===== config.mk =====
export PLATFORM = sky130hd
export DESIGN_NAME = serial_rx_axis_packer
export DESIGN_NICKNAME = d
export VERILOG_FILES = /design/src/rtl/serial_rx_axis_packer.sv
export SDC_FILE = /design/constraint.sdc
export NUM_CORES = 1
export LEC_CHECK = 0
export BUFFER_PORTS_ARGS = -buffer_cell sky130_fd_sc_hd__buf_2
export CELL_PAD_IN_SITES_DETAIL_PLACEMENT = 1
export CELL_PAD_IN_SITES_GLOBAL_PLACEMENT = 1
export CORE_MARGIN = 5
export CORE_UTILIZATION = 45
export CTS_BUF_LIST = sky130_fd_sc_hd__clkbuf_8
export DETAILED_ROUTE_END_ITERATION = 12
export PLACE_DENSITY = 0.84
export SLEW_MARGIN = 20
export SYNTH_ARGS = -nofsm -noshare
export SYNTH_HDL_FRONTEND = slang
export SYNTH_SLANG_ARGS = --single-unit

===== constraint.sdc =====
create_clock -name clk -period 5.43 [get_ports clk]
set_input_delay 1.086 -clock clk [delete_from_list [all_inputs] [get_ports clk]]
set_output_delay 1.086 -clock clk [all_outputs]
set_load 0.1 [all_outputs]

===== src/rtl/serial_rx_axis_packer.sv =====
// Two-wire serial receiver: synchronizes strobe/data into clk, assembles MSB-first bytes,
// and packs them little-endian into 32-bit AXI-stream words with tkeep/tlast framing.
module serial_rx_axis_packer #(
    parameter int TIMEOUT     = 60000,
    parameter int PKT_WORDS   = 256,
    parameter int SYNC_STAGES = 2
) (
    input  logic        clk,
    input  logic        rstn,
    input  logic        s_clk,
    input  logic        s_data,
    input  logic        o_tready,
    output logic        o_tvalid,
    output logic [31:0] o_tdata,
    output logic [3:0]  o_tkeep,
    output logic        o_tlast,
    output logic        o_overflow,
    output logic [15:0] o_drop_cnt
);

    localparam int IDLE_W = $clog2(TIMEOUT + 1);
    localparam int WCNT_W = (PKT_WORDS > 1) ? $clog2(PKT_WORDS) : 1;

    localparam logic [IDLE_W-1:0] IDLE_LAST = IDLE_W'(TIMEOUT - 1);
    localparam logic [IDLE_W-1:0] IDLE_MAX  = IDLE_W'(TIMEOUT);
    localparam logic [WCNT_W-1:0] WCNT_LAST = WCNT_W'(PKT_WORDS - 1);

    logic [SYNC_STAGES-1:0] clk_sync;
    logic [SYNC_STAGES-1:0] data_sync;
    logic                   clk_dly;
    logic                   rise;
    logic                   bit_in;

    logic [6:0]        shift_bits;
    logic [2:0]        bit_cnt;
    logic [1:0]        byte_idx;
    logic [23:0]       word_buf;
    logic [2:0]        lane_keep;
    logic [WCNT_W-1:0] word_cnt;
    logic [IDLE_W-1:0] idle_cnt;

    logic [7:0]  new_byte;
    logic        byte_done;
    logic        word_done;
    logic        timeout_hit;
    logic        push;
    logic [31:0] push_data;
    logic [3:0]  push_keep;
    logic        push_last;
    logic        accept;
    logic        load;
    logic        drop;

    // Both pins go through equal-length chains so data stays aligned with its strobe.
    // NOTE: sequential state uses non-blocking assignments so every flop samples pre-edge values.
    always_ff @(posedge clk or negedge rstn) begin
        if (!rstn) begin
            clk_sync  <= '0;
            data_sync <= '0;
            clk_dly   <= 1'b0;
        end else begin
            clk_sync  <= {clk_sync[SYNC_STAGES-2:0], s_clk};
            data_sync <= {data_sync[SYNC_STAGES-2:0], s_data};
            clk_dly   <= clk_sync[SYNC_STAGES-1];
        end
    end

    assign rise   = clk_sync[SYNC_STAGES-1] & ~clk_dly;
    assign bit_in = data_sync[SYNC_STAGES-1];

    // NOTE: every always_comb output gets a default first, so no path can infer a latch.
    always_comb begin
        new_byte    = {shift_bits, bit_in};
        byte_done   = rise && (bit_cnt == 3'd7);
        word_done   = byte_done && (byte_idx == 2'd3);
        timeout_hit = !rise && (idle_cnt == IDLE_LAST);
        push        = 1'b0;
        push_data   = '0;
        push_keep   = '0;
        push_last   = 1'b0;
        if (word_done) begin
            push      = 1'b1;
            push_data = {new_byte, word_buf};
            push_keep = 4'hF;
            push_last = (word_cnt == WCNT_LAST);
        end else if (timeout_hit && (byte_idx != 2'd0)) begin
            push      = 1'b1;
            push_data = {8'h00, word_buf};
            push_keep = {1'b0, lane_keep};
            push_last = 1'b1;
        end
    end

    assign accept = o_tvalid && o_tready;
    assign load   = push && (!o_tvalid || o_tready);
    assign drop   = push && o_tvalid && !o_tready;

    always_ff @(posedge clk or negedge rstn) begin
        if (!rstn) begin
            shift_bits <= '0;
            bit_cnt    <= '0;
            byte_idx   <= '0;
            word_buf   <= '0;
            lane_keep  <= '0;
            word_cnt   <= '0;
        end else if (rise) begin
            shift_bits <= new_byte[6:0];
            bit_cnt    <= bit_cnt + 3'd1;
            if (word_done) begin
                byte_idx  <= '0;
                word_buf  <= '0;
                lane_keep <= '0;
                word_cnt  <= (word_cnt == WCNT_LAST) ? '0 : word_cnt + 1'b1;
            end else if (byte_done) begin
                byte_idx <= byte_idx + 2'd1;
                case (byte_idx)
                    2'd0:    begin word_buf[7:0]   <= new_byte; lane_keep[0] <= 1'b1; end
                    2'd1:    begin word_buf[15:8]  <= new_byte; lane_keep[1] <= 1'b1; end
                    default: begin word_buf[23:16] <= new_byte; lane_keep[2] <= 1'b1; end
                endcase
            end
        end else if (timeout_hit) begin
            // Idle flush: drop any half-received byte and restart packet framing.
            bit_cnt   <= '0;
            byte_idx  <= '0;
            word_buf  <= '0;
            lane_keep <= '0;
            word_cnt  <= '0;
        end
    end

    always_ff @(posedge clk or negedge rstn) begin
        if (!rstn) begin
            idle_cnt <= '0;
        end else if (rise) begin
            idle_cnt <= '0;
        end else if (idle_cnt != IDLE_MAX) begin
            idle_cnt <= idle_cnt + 1'b1;
        end
    end

    // Single-entry output register; reloading on acceptance gives back-to-back beats.
    always_ff @(posedge clk or negedge rstn) begin
        if (!rstn) begin
            o_tvalid <= 1'b0;
            o_tdata  <= '0;
            o_tkeep  <= '0;
            o_tlast  <= 1'b0;
        end else if (load) begin
            o_tvalid <= 1'b1;
            o_tdata  <= push_data;
            o_tkeep  <= push_keep;
            o_tlast  <= push_last;
        end else if (accept) begin
            o_tvalid <= 1'b0;
        end
    end

    always_ff @(posedge clk or negedge rstn) begin
        if (!rstn) begin
            o_overflow <= 1'b0;
            o_drop_cnt <= '0;
        end else if (drop) begin
            o_overflow <= 1'b1;
            if (o_drop_cnt != 16'hFFFF) begin
                o_drop_cnt <= o_drop_cnt + 16'd1;
            end
        end
    end

endmodule


==> impl_metrics.json <==
{
  "gp_congestion": 0.7715,
  "first_global_vias": 4001,
  "p_leak_uw": 0.003140,
  "required_ns": 5.81,
  "cts_sinks": 123,
  "min_path_type": "flip-flop to flip-flop",
  "finalMaxSlewViolations": 0,
  "die_x_um": 118.6,
  "crit_type": "flip-flop to flip-flop",
  "via_per_inst": 5.593,
  "pin_count": 60,
  "portBuffers": 59,
  "crit_fanout": 20,
  "slew_headroom_pct": 30.76,
  "drtAntennaViolNets": 0,
  "die-area_um2": 14050,
  "clock_latency_ns": 0.44,
  "worstMarginPinSlew_ns": 1.036,
  "period_minus_slack_ns": 2.719,
  "drt-total-wl_um": 12400,
  "cts-buffers-inserted": 17,
  "status": "finished clean",
  "dpl.hpwl_um": 8262,
  "die_y_um": 118.6,
  "grt_max_degree": 87,
  "cp_data_arrival_time_ns": 3.10,
  "regArea_um2": 3078,
  "multiInputGateArea_um2": 2112,
  "drt-initial-drc-count": 201,
  "final_util_pct": 53.73,
  "layout.cells.most_common_list": "123 x dfrtp_1, 58 x buf_2, 50 x nand2_1, 31 x nor2_1, 27 x a22o_1",
  "hold_violations": 0,
  "ys_ff_latch": 123,
  "synthArstFlopShare_pct": 100.0,
  "grt_usage_pct": 18.32,
  "root_buffer": "clkbuf_8",
  "dr_total_vias": 3725,
  "antenna_cells": 0,
  "clk_pin_slew_worst_paths_ns": 0.08,
  "start_kind": "flip-flop",
  "vdd_ir_drop_max_mv": 0.2141,
  "ctsResizeCount": 0,
  "core-area_um2": 11470,
  "final_common_cell": "dfrtp_1",
  "grt_setup_unrepaired": "false",
  "h-tree-depth": 4,
  "syn_to_final_growth_pct": 16.19,
  "synth_ff_type": "dfrtp_1",
  "synth-edff-count": 0,
  "fin_worst_skew_ns": 0.01031,
  "nFillCells": 1220,
  "drive_gt1_share_pct": 25.05,
  "routedWlPerCell_um": 18.62,
  "syn-num-nets": 459,
  "critPathCaptureType": "flip-flop",
  "finalSetupTns_ns": 0,
  "timing.hold.ws_ns": 0.3576,
  "setup_viol": 0,
  "antenna_found_initial": 0,
  "nets": 524,
  "synth_area_leaders": "dfrtp_1 58%, mux2_4 6.2%, a22o_1 4.5%",
  "clock_path_buffers": 2,
  "clock.fmax_ghz": 0.3677,
  "synth_sequential_area_ratio_pct": 58.05,
  "syn_inst": 445,
  "tritoncts": "built",
  "ys_warn_count": 0,
  "hold_buffers": 0,
  "overflow": 0,
  "power_density_nw_per_um2": 342.9,
  "dr.pass1.iters": 4,
  "drc_errors": 0,
  "start_util_pct": 46.24,
  "synth_top_area_cell": "dfrtp_1",
  "placed_area_um2": 5707,
  "synth_area_um2": 5303,
  "row_count": 39,
  "cts_setup_buffers": 0,
  "finalCritPeriodShare_pct": 50.08,
  "ff2ff_setup_slack_ns": 2.71,
  "ys_types": 49,
  "synth_top_area_share_pct": 58.05,
  "cap_violations": 0,
  "grt_pass1_wl_um": 20870,
  "avgSynthCellArea_um2": 11.92,
  "fin_area_um2": 6161
}
-- where the power goes --
| group | total, uW | internal [uW] | switching, uW | leakage (uW) |
|---|---|---|---|---|
| Sequential | 1050 | 980 | 67.3 | 0.00168 |
| Combinational | 169 | 72.1 | 96.5 | 0.00126 |
| Clock | 897 | 512 | 384 | 0.000207 |
-- worst max-delay path, cell delays in order, from the launching register on --
cell	delay, ns
dfrtp_1	0.39
nor2b_2	0.72
nand2_1	0.37
nor3b_1	0.92
a22o_1	0.24
-- cell families (layout without fill, tap and decap cells) --
group                    count (synthesis)  count (layout)  share of synthesized area (%)
AO/OA/AOI/OAI                           62              62                          8.613
XOR/XNOR                                28              28                          4.625
adder cells (fa/ha/maj)                  9               9                          2.124
buffers and inverters                   23             101                          2.336
flip-flops                             123             123                          58.05
multiplexers                            29              29                          7.669
AND/OR/NAND/NOR                        171             171                          16.59
-- state kept, by name (all words and copies together), names as in the netlist, 3 cells and up --
signal,flops
o_tdata,32
bit_cnt,3
word_buf,24
shift_bits,7
word_cnt,8
lane_keep,3
o_tkeep,4
o_drop_cnt,16
idle_cnt,16
-- synth_stat cells (2+ instances only) --
library cell	n
xor2_1	20
nor3_1	13
xnor2_1	8
clkbuf_1	7
inv_1	7
mux2_4	22
or3_1	2
nor2_1	31
and4_1	3
and3_1	5
a21oi_2	2
a21oi_1	8
nand3_1	16
nor4_1	9
a22o_1	27
buf_2	3
and2_1	2
o31ai_1	2
nand2_1	50
nor3b_1	4
nor4b_1	4
nand4_1	15
o21ai_0	14
nor2b_1	2
mux2_2	5
nand2b_1	4
o22a_1	4
mux2i_1	2
buf_6	4
ha_1	9
dfrtp_1	123
-- final timing paths --
kind                             start           to  cells past startpoint
max                        clk_sync[1]  word_buf[6]                      4
min                        clk_sync[0]  clk_sync[1]                      0
max reg2reg                clk_sync[1]  word_buf[6]                      4
min reg2reg                clk_sync[0]  clk_sync[1]                      0
max in group asynchronous         rstn  idle_cnt[8]                      2
min in group asynchronous         rstn  o_tdata[23]                      1
-- per-stage QoR --
| step | std cells | power [uW] | setup WS, ns |
|---|---|---|---|
| 2_1_floorplan | 445 | 1158 | 2.926 |
| 3_3_place_gp | 634 | 1213 | 2.786 |
| 3_5_place_dp | 634 | 1229 | 2.698 |
| 4_1_cts | 666 | 2136 | 2.675 |
| 5_1_grt | 666 | 2209 | 2.540 |
| 6_report | 666 | 2112 | 2.711 |
-- cell type report --
class / count / share of cell area, %
clock buffers: 18 / 4.021
clock inverters: 14 / 3.148
inverters: 7 / 0.4265
flip-flops and latches: 123 / 49.96
repair buffers: 62 / 5.260
multi-input cells: 299 / 34.28
well taps: 143 / 2.904
-- routing by layer --
| metal | routed length (um) | track usage [%] | part of all wire (%) | vias up |
|---|---|---|---|---|
| li1 | - | - | - | 1727 |
| met1 | 5433 | 23.21 | 44 | 1906 |
| met2 | 6303 | 30.59 | 51 | 75 |
| met3 | 480 | 4.585 | 3.9 | 17 |
| met4 | 184 | 6.449 | 1.5 | 0 |
| met5 | 0 | 0 | 0 | - |
Note: power is estimated with default switching activity, not from simulation.
